`src/rtl/delay_line_ctrl.sv`:
```
// Runtime-programmable delay line: circular buffer plus FILL/RUN/FLUSH controller.
// out holds real delayed data only once the buffer is primed for the active length.
module delay_line_ctrl #(
   parameter int MAX_LENGTH     = 16,
   parameter int WIDTH          = 8,
   parameter int DEFAULT_LENGTH = 4,
   parameter int LEN_W          = $clog2(MAX_LENGTH + 1)
) (
   input  logic             clk,
   input  logic             nrst,
   input  logic             ena,
   input  logic             flush,
   input  logic             len_wr,
   input  logic [LEN_W-1:0] len_req,
   input  logic [WIDTH-1:0] in,
   output logic [WIDTH-1:0] out,
   output logic             out_valid,
   output logic             busy,
   output logic [LEN_W-1:0] cur_len,
   output logic             cfg_err,
   output logic [1:0]       o_dbg_state
);

   localparam int PTR_W = $clog2(MAX_LENGTH);

   typedef enum logic [1:0] {
      S_FILL  = 2'd0,
      S_RUN   = 2'd1,
      S_FLUSH = 2'd2
   } state_t;

   state_t             r_state;
   state_t             w_next_state;
   logic [PTR_W-1:0]   r_wptr;
   logic [LEN_W-1:0]   r_fill_cnt;
   logic [WIDTH-1:0]   r_mem [MAX_LENGTH];

   logic               w_len_ok;
   logic               w_restart;
   logic               w_advance;
   logic               w_prime_done;
   logic [PTR_W-1:0]   w_rd_idx;
   logic [WIDTH-1:0]   w_rd_data;
   int                 w_sum;

   assign w_len_ok     = len_wr && (len_req != '0) && (len_req <= LEN_W'(MAX_LENGTH));
   assign w_restart    = w_len_ok || flush;
   assign w_advance    = ena && !w_restart && ((r_state == S_FILL) || (r_state == S_RUN));
   assign w_prime_done = (r_fill_cnt == (cur_len - 1'b1));
   assign busy         = (r_state == S_FLUSH);
   assign o_dbg_state  = r_state;

   // Oldest live entry: written cur_len-1 enabled edges before the current write slot.
   always_comb begin
      w_sum = int'(r_wptr) + MAX_LENGTH + 1 - int'(cur_len);
      if (w_sum >= MAX_LENGTH) begin
         w_sum = w_sum - MAX_LENGTH;
      end
      w_rd_idx  = PTR_W'(w_sum);
      w_rd_data = (cur_len == LEN_W'(1)) ? in : r_mem[w_rd_idx];
   end

   always_comb begin
      w_next_state = r_state;
      if (w_restart) begin
         w_next_state = S_FLUSH;
      end else begin
         case (r_state)
            S_FLUSH: w_next_state = S_FILL;
            S_FILL:  if (ena && w_prime_done) w_next_state = S_RUN;
            default: w_next_state = r_state;
         endcase
      end
   end

   always_ff @(posedge clk or negedge nrst) begin
      if (!nrst) begin
         r_state    <= S_FILL;
         r_wptr     <= '0;
         r_fill_cnt <= '0;
         cur_len    <= LEN_W'(DEFAULT_LENGTH);
         out        <= '0;
         out_valid  <= 1'b0;
         cfg_err    <= 1'b0;
      end else begin
         r_state <= w_next_state;
         cfg_err <= len_wr && !w_len_ok;
         if (w_len_ok) begin
            cur_len <= len_req;
         end
         if (w_advance) begin
            r_wptr <= (r_wptr == PTR_W'(MAX_LENGTH - 1)) ? '0 : r_wptr + 1'b1;
         end
         if (w_restart || (r_state == S_FLUSH)) begin
            out        <= '0;
            out_valid  <= 1'b0;
            r_fill_cnt <= '0;
         end else if (ena && (r_state == S_FILL)) begin
            if (w_prime_done) begin
               out       <= w_rd_data;
               out_valid <= 1'b1;
            end else begin
               out        <= '0;
               r_fill_cnt <= r_fill_cnt + 1'b1;
            end
         end else if (ena && (r_state == S_RUN)) begin
            out <= w_rd_data;
         end
      end
   end

   // Buffer contents are deliberately left unreset; out is gated until priming completes.
   always_ff @(posedge clk) begin
      if (w_advance) begin
         r_mem[r_wptr] <= in;
      end
   end

endmodule

```
`config.mk`:
```
export PLATFORM = sky130hd
export DESIGN_NAME = delay_line_ctrl
export DESIGN_NICKNAME = d
export VERILOG_FILES = /design/src/rtl/delay_line_ctrl.sv
export SDC_FILE = /design/constraint.sdc
export NUM_CORES = 1
export LEC_CHECK = 0
export BUFFER_PORTS_ARGS = -buffer_cell sky130_fd_sc_hd__buf_2
export CORE_MARGIN = 2
export CORE_UTILIZATION = 50
export DETAILED_ROUTE_END_ITERATION = 7
export PLACE_DENSITY = 0.64
export SLEW_MARGIN = 20
export SYNTH_ARGS = -nofsm -noshare
export SYNTH_HDL_FRONTEND = slang
export SYNTH_SLANG_ARGS = --single-unit
```
`constraint.sdc`:
```
create_clock -name clk -period 5.7 [get_ports clk]
set_input_delay 1.14 -clock clk [delete_from_list [all_inputs] [get_ports clk]]
set_output_delay 1.14 -clock clk [all_outputs]
set_load 0.05 [all_outputs]
```
==> summary.md, run 1 <==
| Metric | Value |
|---|---|
| Tcrit/Tclk final | 55.1% |
| Mapped Nets | 460 |
| Clk buf depth | 2 |
| Clk_lat worst skew | between 400 and 500 ps |
| FF-to-FF setup slack | ~2600 ps |
| Post-CTS sizing | 0 |
| Iteration-0 DRC count of the detailed router | about 250 |
| Req. time, crit path | 6010 ps |
| Post-synth ARST share | 16.9% |
| Final net count | 496 |
| Total power draw | 0.00355 W |
| Row count | 41 |
| Seq/Total Area, Yosys | 68.6% |
| Initial Util | 51.5% |
| RSZ-0062 raised after global routing | false |
| Sw Pwr | 0.00123 W |
| Largest net degree at the start of global routing | 64 |
| DRC Markers | 0 |
| Root Driver | clkbuf_16 |
| Clock Skews | 6.59 ps |
| Final wirelength | 13900 um |
| CP Capture Type | register |
| I/O Buffers | 35 |
| Post-Syn Area per Cell | 15.2 um^2 |
| Synth Cell Area | 6550 um^2 |
| Post CTS Setup Buffer Count | 0 |
| # fillers | roughly 1000 |
| Die area | approximately 14000 um^2 |
| Routed vias/inst | 5.64 |
| DP Wirelength | 9110 um |
| Synth-to-layout area growth | 12.8% |
| Clk sink count | 154 |
| Most frequent cells in the layout | 128 x edfxtp_1, 57 x mux2i_1, 35 x buf_2, 31 x o22ai_1, 28 x nor2_1 |
| Vias in the first global route | 3600 |
| CTS tree | done |
| Critical-path cell list | inv_1 -> ha_1 -> inv_1 -> ha_1 -> inv_1 -> fa_1 -> nand2b_1 -> o22ai_1 -> nor2_1 -> a221o_1 -> a22o_1 |
| Fin Setup TNS | 0 ps |
| Worst endpoint data arrival time | 3450 ps |
| Pins Over Slew Limit | 0 |
| GR Overflow Total | 0 |
| Drt wl/cell | 21.3 um |
| Clock share of power | 28.4% |
| Fmax | 319 MHz |
| Hold Fails Final Rpt | 0 |
| DR pass1 iterations | 5 |
| Max-Cap Viols | 0 |
| Most used cell, CP | inv_1 |
| Max H-tree Level | 4 |
| Register Area | about 4500 um^2 |
| Worst-Margin Slew | 1080 ps |
| Cells after Synth | 430 |
| Die Wd | ~120 um |
| ANT cells | 0 |
| Pleak | roughly 2.8 nW |
| Num CTS Buffers | 17 |
| Register share of total power | a little over a third |
| Combinational share of power | 35.2% |
| Sw frac | 34.8% |
| Kind of critical path | register to register |
| Setup violators final | 0 |
| CP max stage cell | nand2b_1 |
| Ports | 36 |
| Maximum VDD drop | 0.280 mV |
| Yosys warning count | 0 |
| Hold buffers post-CTS | 0 |
| Core Region | 12700 um^2 |
| Most used flip-flop cell after synthesis | edfxtp_1 |
| Total track usage | 20.8% |
| Final Critical Period | 3140 ps |
| Global-route wire length before repair | ~21000 um |
| Post-synth cell types | 45 |
| Clock transition at the registers of the reported paths | about 60 ps |
| Area of the multi-input gates | roughly 1900 um^2 |
| GPL Wtd Cong | 0.829 |
| Max FO, Critical Path | 16 |
| Most common cell after layout, fill and taps aside | edfxtp_1 |
| #FFs+latches synth | 154 |
| PwrDens | 480 nW/um^2 |
| Worst min-delay path class | register to register |
| Worst rel slew slack | around 28% |
| Via Count | roughly 3700 |
| Final core utilization | 58.1% |
| Slowest cell delay on critical path | 500 ps |
| Run status | finished, final reports clean |
| Final ANT Viol Nets | 0 |
| EDFF count, synth | about 130 |
| Die Ht | 118 um |
| Setup crit start kind | register |
| Initial antenna violation count | 0 |
| Pint | roughly 0.0023 W |
| Fraction of layout cells with a size suffix above 1 | roughly 16% |
## cells by family after synthesis
group	synth area share (%)
adder cells (fa/ha/maj)	2.41
buffers and inverters	2.02
flip-flops	68.6
AO/OA/AOI/OAI	7.09
AND/OR/NAND/NOR	7.22
XOR/XNOR	1.87
multiplexers	10.8
## cells in the mapped netlist (2+ instances only)
library cell    n  area share, %
a211o_1         2           0.27
a21oi_1        14            1.1
a32o_1          8            1.2
and2_1         17            1.6
and3b_1         2           0.27
buf_2           7           0.53
buf_4           2           0.23
clkbuf_1        9           0.52
dfrtp_1        25            9.5
edfxtp_1      128             59
ha_1           11            2.1
inv_1          10           0.57
mux2_2         10            1.7
mux2i_1        57            8.7
nand2_1        11           0.63
nand2b_1        4           0.38
nand3_1         5           0.38
nor2_1         28            1.6
nor2b_1         3           0.29
nor3_1          3           0.23
nor4_2          2           0.38
o21ai_0         5           0.38
o22ai_1        31            3.0
or3_1           3           0.29
xnor2_1        10            1.3
xor2_1          4           0.53
## through the flow
step	cell area, um^2	setup slack, ps	hold WS [ps]	std cells
4_1_cts	7390	2590	493	651
6_report	7390	2560	490	651
5_1_grt	7390	2300	521	651
3_3_place_gp	6870	2510	479	619
2_1_floorplan	6550	2740	541	430
3_5_place_dp	6870	2400	480	619
## layout make-up
| type | instances | area share, % |
|---|---|---|
| Clock buffer | 28 | 6.45 |
| Clock inverter | 4 | 0.610 |
| Inverter | 10 | 0.508 |
| Multi-Input combinational cell | 247 | 26.2 |
| Sequential cell | 154 | 60.8 |
| Tap cell | 172 | 2.91 |
| Timing Repair Buffer | 36 | 2.47 |
## path summary, 6_finish.rpt
kind | startpoint | to | cells after the start
min in group asynchronous | nrst | r_fill_cnt[3]$_DFFE_PN0P_ | 1
max in group asynchronous | nrst | cur_len[1]$_DFFE_PN0P_ | 1
worst max register to register | r_wptr[1]$_DFFE_PN0P_ | out[6]$_DFFE_PN0P_ | 11
worst max-delay path | r_wptr[1]$_DFFE_PN0P_ | out[6]$_DFFE_PN0P_ | 11
worst min-delay path | out[7]$_DFFE_PN0P_ | out[7]$_DFFE_PN0P_ | 1
worst min register to register | out[7]$_DFFE_PN0P_ | out[7]$_DFFE_PN0P_ | 1
## worst max-delay path: cells and delay by family, from the launching register on
kind | cells | cell delay, ps
buf+inv | 3 | 270
fa+ha+maj | 3 | 880
simple gates | 2 | 610
compound gates | 3 | 850
flops | 1 | 410
## sequential cells by signal (all words and copies together), names as in the netlist
| register | flops |
|---|---|
| cfg_err | 1 |
| cur_len | 5 |
| o_dbg_state | 2 |
| out | 8 |
| out_valid | 1 |
| r_fill_cnt | 5 |
| r_mem | 128 |
| r_wptr | 4 |
## power by group through the flow
stage	Clock [W]	Combinational, W	Sequential (W)
4_1_cts	0.00102	0.00125	0.00129
2_1_floorplan	0	0.000907	0.00132
3_5_place_dp	0	0.00125	0.00131
3_3_place_gp	0	0.00122	0.00131
5_1_grt	0.00107	0.00136	0.00129
6_report	0.00101	0.00125	0.00129
## metal layers
| metal | GRT usage [%] | part of all wire (%) | up-vias |
|---|---|---|---|
| met5 | 0 | 0 | - |
| met1 | 29.3 | 46 | 1825 |
| li1 | - | - | 1718 |
| met3 | 5.12 | 5.1 | 22 |
| met2 | 32.3 | 47 | 107 |
| met4 | 6.55 | 1.5 | 0 |
(Power assumes the default switching activity.)
==> run 2, diff against run 1 <==
Settings changed: ABC_AREA set to 1, PLACE_DENSITY 0.64 to 0.67.
Clock period 5.7 ns to 2.6 ns, I/O delays scaled along.
==> run 2 against run 1 <==
Synthesized area increased by 4.3%. First-iteration DRC count increased by 110%. Utilization increased by 1.8 points.
==> summary.md, run 2 <==
| Metric | Value |
|---|---|
| Synth top area share | 56.3% |
| Max-Cap Viols | 0 |
| Synth-to-layout area growth | 16.6% |
| Most used flip-flop cell after synthesis | edfxtp_1 |
| CP Capture Type | register |
| Final net count | 746 |
| Final ANT Viol Nets | 0 |
| Simple-gate area share of the yosys netlist | 24.8% |
| Clk_lat worst skew | 430 ps |
| Final core utilization | 59.9% |
| Pleak | about 3.3 nW |
| DRC Markers | 0 |
| ANT cells | 0 |
| Kind of critical path | register to register |
| FF-to-FF End | out[2]$_DFFE_PN0P_ |
| GR Overflow Total | 0 |
| Post-synthesis mux area share | 0% |
| Max reg flops | 128 |
| GPL Wtd Cong | roughly 0.93 |
| Post-Synth Adder-Cell Area | 2.31% |
| DR pass1 iterations | 5 |
| Core Region | 13300 um^2 |
| Req. time, crit path | 2970 ps |
| Run status | finished, final reports clean |
| Compound-cell area share of the yosys netlist | 1.79% |
| Fmax | around 400 MHz |
| Register-to-Register Path Depth | 13 |
| Worst min-delay path class | input pin to asynchronous set/reset pin |
| Pins Over Slew Limit | 0 |
| Largest family of logic cells by synthesized area | simple AND/OR/NAND/NOR gates |
| Setup crit start kind | register |
| Clk sink count | roughly 150 |
| Worst r2r src | r_wptr[1]$_DFFE_PN0P_ |
| Die area | 14600 um^2 |
| Post-synth ARST share | 16.9% |
| Synth Cell Area | 6830 um^2 |
| Yosys top cell by area | edfxtp_1 |
| Global-route wire length before repair | 24900 um |
| Drt wl/cell | 17.7 um |
| Num CTS Buffers | 17 |
| Initial Util | 51.4% |
| Largest regs | r_mem: 128 flops, out: 8 flops |
| XOR/XNOR share of the synthesized area | 0.641% |
| Die Wd | roughly 120 um |
| Row count | 42 |
| Clk buf depth | 2 |
| DP Wirelength | 10500 um |
| Fraction of layout cells with a size suffix above 1 | between 15 and 20% |
| Cells after Synth | 658 |
| Die Ht | ~120 um |
| Tcrit/Tclk final | 95.9% |
| # fillers | approximately 1100 |
| Hold buffers post-CTS | 0 |
| CTS tree | done |
| Routed vias/inst | 5.40 |
| EDFF count, synth | 128 |
| Max H-tree Level | 4 |
| Hold Fails Final Rpt | 0 |
| Commonest cells post-synth | 219 x nand2_1, 128 x edfxtp_1, 119 x nand3_1 |
| I/O Buffers | 35 |
| Top cells by area, synth | edfxtp_1 56%, nand2_1 12%, dfrtp_1 9.2% |
| PwrDens | between 1000 and 1500 nW/um^2 |
| Clock Skews | 8.79 ps |
| Mapped Nets | slightly below 700 |
| Maximum VDD drop | roughly 0.62 mV |
| FF-to-FF setup slack | approximately 110 ps |
| Max FO, Critical Path | 16 |
| #FFs+latches synth | about 150 |
| Final wirelength | 16000 um |
| Worst rel slew slack | 59.5% |
| Largest net degree at the start of global routing | 49 |
| Vias in the first global route | around 4600 |
| Yosys warning count | 0 |
| Reg with most FFs | r_mem |
| Most frequent cells in the layout | 219 x nand2_1, 128 x edfxtp_1, 116 x nand3_1, 42 x nor2_1, 38 x inv_1 |
| Clock transition at the registers of the reported paths | 60 ps |
| Initial antenna violation count | 0 |
| Count leader, synth | nand2_1 |
| Iteration-0 DRC count of the detailed router | 524 |
| Post-Syn Area per Cell | 10.4 um^2 |
| Via Count | 4884 |
| Root Driver | clkbuf_16 |
| Final Critical Period | 2490 ps |
| Ports | 36 |
| Total track usage | 23.4% |
| Post-synth cell types | 25 |
| Worst endpoint data arrival time | 2870 ps |
| Setup violators final | 0 |
| Seq/Total Area, Yosys | 65.8% |
| Fin Setup TNS | 0 ps |
| Worst-Margin Slew | 607 ps |
| Most common cell after layout, fill and taps aside | nand2_1 |
-- run 2: what timing repair did --
item,4_1_cts,5_1_grt
endpoints found under the setup margin,0,8
buffers inserted,0,2
gates resized for setup,0,5
-- run 2: critical path, stage by stage, from the launching register on --
cell and delay, ps:
dfrtp_1 410, inv_2 80, ha_1 270, inv_1 60
ha_1 140, inv_1 50, fa_2 520, buf_4 220
nand3_1 180, nand3_1 120, nand2_1 60, a21oi_1 170
nand2_1 90, nand2_1 60
-- run 2: kinds of logic (layout without fill, tap and decap cells) --
kind of cell | after synthesis | after routing
AND/OR/NAND/NOR | 392 | 392
flip-flops | 154 | 154
buffers and inverters | 71 | 142
AO/OA/AOI/OAI | 24 | 24
adder cells (fa/ha/maj) | 12 | 12
XOR/XNOR | 5 | 5
-- run 2: area by class of cell --
cell class,count,area [um^2],area share (%)
repair buffers,64,443,5.56
inverters,46,173,2.17
clock inverters,14,166,2.09
well taps,176,220,2.76
clock buffers,18,429,5.39
flip-flops and latches,154,4500,56.5
multi-input cells,433,2040,25.6
-- run 2: per-layer routing --
| metal | routed length [um] | part of all wire, % | track usage, % |
|---|---|---|---|
| met1 | 7150 | 45 | 33.2 |
| met2 | 7380 | 46 | 34.8 |
| met3 | 1100 | 6.9 | 5.50 |
| met4 | 401 | 2.5 | 10.1 |
| met5 | 0 | 0 | 0 |
-- run 2: worst max path at each step --
stage | start | endpoint | slack (ps) | cells after the start
2_1_floorplan | cur_len[1]$_DFFE_PN0P_ | out[7]$_DFFE_PN0P_ | 50 | 13
3_3_place_gp | cur_len[2]$_DFFE_PN1P_ | out[7]$_DFFE_PN0P_ | 180 | 11
3_5_place_dp | r_wptr[1]$_DFFE_PN0P_ | out[1]$_DFFE_PN0P_ | 120 | 16
4_1_cts | r_wptr[1]$_DFFE_PN0P_ | out[1]$_DFFE_PN0P_ | 130 | 16
5_1_grt | r_wptr[1]$_DFFE_PN0P_ | out[2]$_DFFE_PN0P_ | -1 | 13
6_report | r_wptr[1]$_DFFE_PN0P_ | out[2]$_DFFE_PN0P_ | 110 | 13
-- run 2: report_power, final --
part	switching, W	internal (W)	total (W)	leakage [nW]
clock network	0.000980	0.00151	0.00249	0.287
registers	0.0000637	0.00275	0.00282	1.49
logic	0.00244	0.00119	0.00364	1.51
total	0.00349	0.00546	0.00894	3.29
-- run 2: metrics by stage --
step                cell area [um^2]  instances  setup slack, ps  hold slack, ps  power [W]
floorplan                       6830        658             53.7             224    0.00526
global placement                7340        871              182             467    0.00634
detailed placement              7340        871              123             465    0.00641
CTS                             7930        903              128             110    0.00890
global route                    7970        905            -1.27             134    0.00949
finish                          7970        905              106            95.7    0.00894
==> run 3, diff against run 2 <==
Settings changed: CORE_MARGIN 2 to unset.
==> run 3 against run 2 <==
Clock skew up 1.7 ps. Worst setup slack improved by 52 ps. Routed wire length shrank 1.5%.
==> summary.md, run 3 (synthesis results as in run 2) <==
| Metric | Value |
|---|---|
| Run status | finished, final reports clean |
| CTS tree | done |
| Root Driver | clkbuf_16 |
| Worst endpoint data arrival time | 2810 ps |
| FF-to-FF setup slack | roughly 160 ps |
| PwrDens | 1120 nW/um^2 |
| Kind of critical path | register to register |
| Top sig layer | met4 |
| Max H-tree Level | 4 |
| Place WS | ~140 ps |
| Pins Over Slew Limit | 0 |
| Maximum VDD drop | 0.700 mV |
| Die area | 14100 um^2 |
| Hold Fails Final Rpt | 0 |
| Row count | 42 |
| Final wirelength | 15800 um |
| Fmax | around 410 MHz |
| Hold buffers post-CTS | 0 |
| Largest regs | r_mem: 128 flops, out: 8 flops |
| Worst-Margin Slew | 600 ps |
| Clk_lat worst skew | roughly 430 ps |
| FF-to-FF End | out[1]$_DFFE_PN0P_ |
| Clock transition at the registers of the reported paths | 60 ps |
| ANT cells | 0 |
| Max reg flops | roughly 130 |
| DP Wirelength | 10800 um |
| Die Wd | roughly 120 um |
| Most frequent cells in the layout | 216 x nand2_1, 128 x edfxtp_1, 119 x nand3_1, 42 x nor2_1, 38 x inv_1 |
| Via Count | ~4800 |
| Worst min-delay path class | input pin to asynchronous set/reset pin |
| Global-route wire length before repair | 25400 um |
| Most common cell after layout, fill and taps aside | nand2_1 |
| Ports | 36 |
| CP startpoint | r_wptr[1]$_DFFE_PN0P_ |
| Initial antenna violation count | 0 |
| Worst rel slew slack | around three fifths |
| Total track usage | 24.3% |
| Synth-to-layout area growth | 16.4% |
| Final Critical Period | about 2400 ps |
| Routed vias/inst | 5.33 |
| Max FO, Critical Path | 8 |
| Total power draw | 0.00893 W |
| Die Ht | 119 um |
| Reg with most FFs | r_mem |
| CP Capture Point | out[1]$_DFFE_PN0P_ |
| GPL Wtd Cong | 0.879 |
| Setup WS post-layout | 158 ps |
| Routed wl met2 | 7690 um |
| RSZ-0062 raised after global routing | false |
| Max-Cap Viols | 0 |
| Setup crit start kind | register |
| Final ANT Viol Nets | 0 |
| Core Region | 13300 um^2 |
| GR Overflow Total | 0 |
| Drt wl/cell | 17.4 um |
| DRC Markers | 0 |
| Pleak | 3.29 nW |
| Initial Util | 51.4% |
| Clk sink count | 154 |
| DR pass1 iterations | 6 |
| Metal-1 WL | 6790 um |
| Iteration-0 DRC count of the detailed router | approximately 520 |
| Setup violators final | 0 |
| Worst r2r src | r_wptr[1]$_DFFE_PN0P_ |
| Num CTS Buffers | 17 |
| I/O Buffers | 35 |
| Tcrit/Tclk final | 93.9% |
| Final net count | approximately 750 |
| Register-to-Register Path Depth | 13 |
| Req. time, crit path | 2970 ps |
| Vias in the first global route | 4719 |
| WL met3 | 952 um |
| Clk buf depth | 2 |
| Final hold slack | 94.1 ps |
| Fraction of layout cells with a size suffix above 1 | roughly 16% |
| Fin Setup TNS | 0 ps |
| Largest net degree at the start of global routing | a little under 50 |
| CP Capture Type | register |
| Clock Skews | roughly 10 ps |
## run 3: cell types whose count changed in the layout (fill, tap and decap cells not counted)
cell	delta
inv_6	-4
buf_12	-3
bufinv_16	+1
nand3_1	+3
nand2_1	-3
clkinv_1	+1
nand2_2	+3
clkinv_4	+1
nand3_2	-3
clkinv_2	+1
buf_4	+6
## run 3: critical path, stage by stage, from the launching register on
cell	delay (ps)
dfrtp_1	410
inv_2	80
ha_1	270
inv_1	60
ha_1	130
inv_1	50
fa_2	560
buf_4	170
nand3_1	180
nand3_1	130
nand2_1	70
a21oi_1	150
nand2_1	70
nand2_1	50
## run 3: worst min path at each step
stage                             startpoint                     to  slack (ps)  depth (start not counted)
after floorplan                         nrst      cfg_err$_DFF_PN0_         220                          0
after global placement    out[7]$_DFFE_PN0P_     out[7]$_DFFE_PN0P_         470                          2
after detailed placement  out[7]$_DFFE_PN0P_     out[7]$_DFFE_PN0P_         470                          2
after CTS                               nrst     out[7]$_DFFE_PN0P_         120                          1
after global routing                    nrst  r_wptr[1]$_DFFE_PN0P_         140                          1
final                                   nrst  out_valid$_DFFE_PN0P_          90                          1
## run 3: final cells by class
| class | instances | area (um^2) |
|---|---|---|
| Clock buffer | 18 | 429 |
| Tap cell | 176 | 220 |
| Timing Repair Buffer | 67 | 428 |
| Sequential cell | 154 | 4500 |
| Multi-Input combinational cell | 433 | 2030 |
| Clock inverter | 14 | 179 |
| Inverter | 46 | 173 |
| Fill cell | 1068 | 5340 |
## run 3: timing repair
item,CTS,global route
setup buffers,0,1
endpoints found under the setup margin,0,8
gates resized for setup,0,5
## run 3: per-stage QoR
stage / instances / cell area [um^2] / utilization [%]
finish: 908 / 7960 / 59.8
global route: 908 / 7960 / 59.8
CTS: 907 / 7940 / 59.7
detailed placement: 875 / 7330 / 55.1
global placement: 875 / 7330 / 55.1
floorplan: 658 / 6830 / -
## run 3: power breakdown
part           total, W  leakage (nW)  internal, W  switching (W)
Clock           0.00255         0.292      0.00159       0.000965
Combinational   0.00356          1.51      0.00114        0.00241
Sequential      0.00282          1.49      0.00275      0.0000623
## run 3: metal layers
metal | track usage (%) | up-vias
li1 | - | 2340
met1 | 32.8 | 2313
met2 | 38.3 | 154
met3 | 4.79 | 30
met4 | 11.2 | 0
met5 | 0 | -
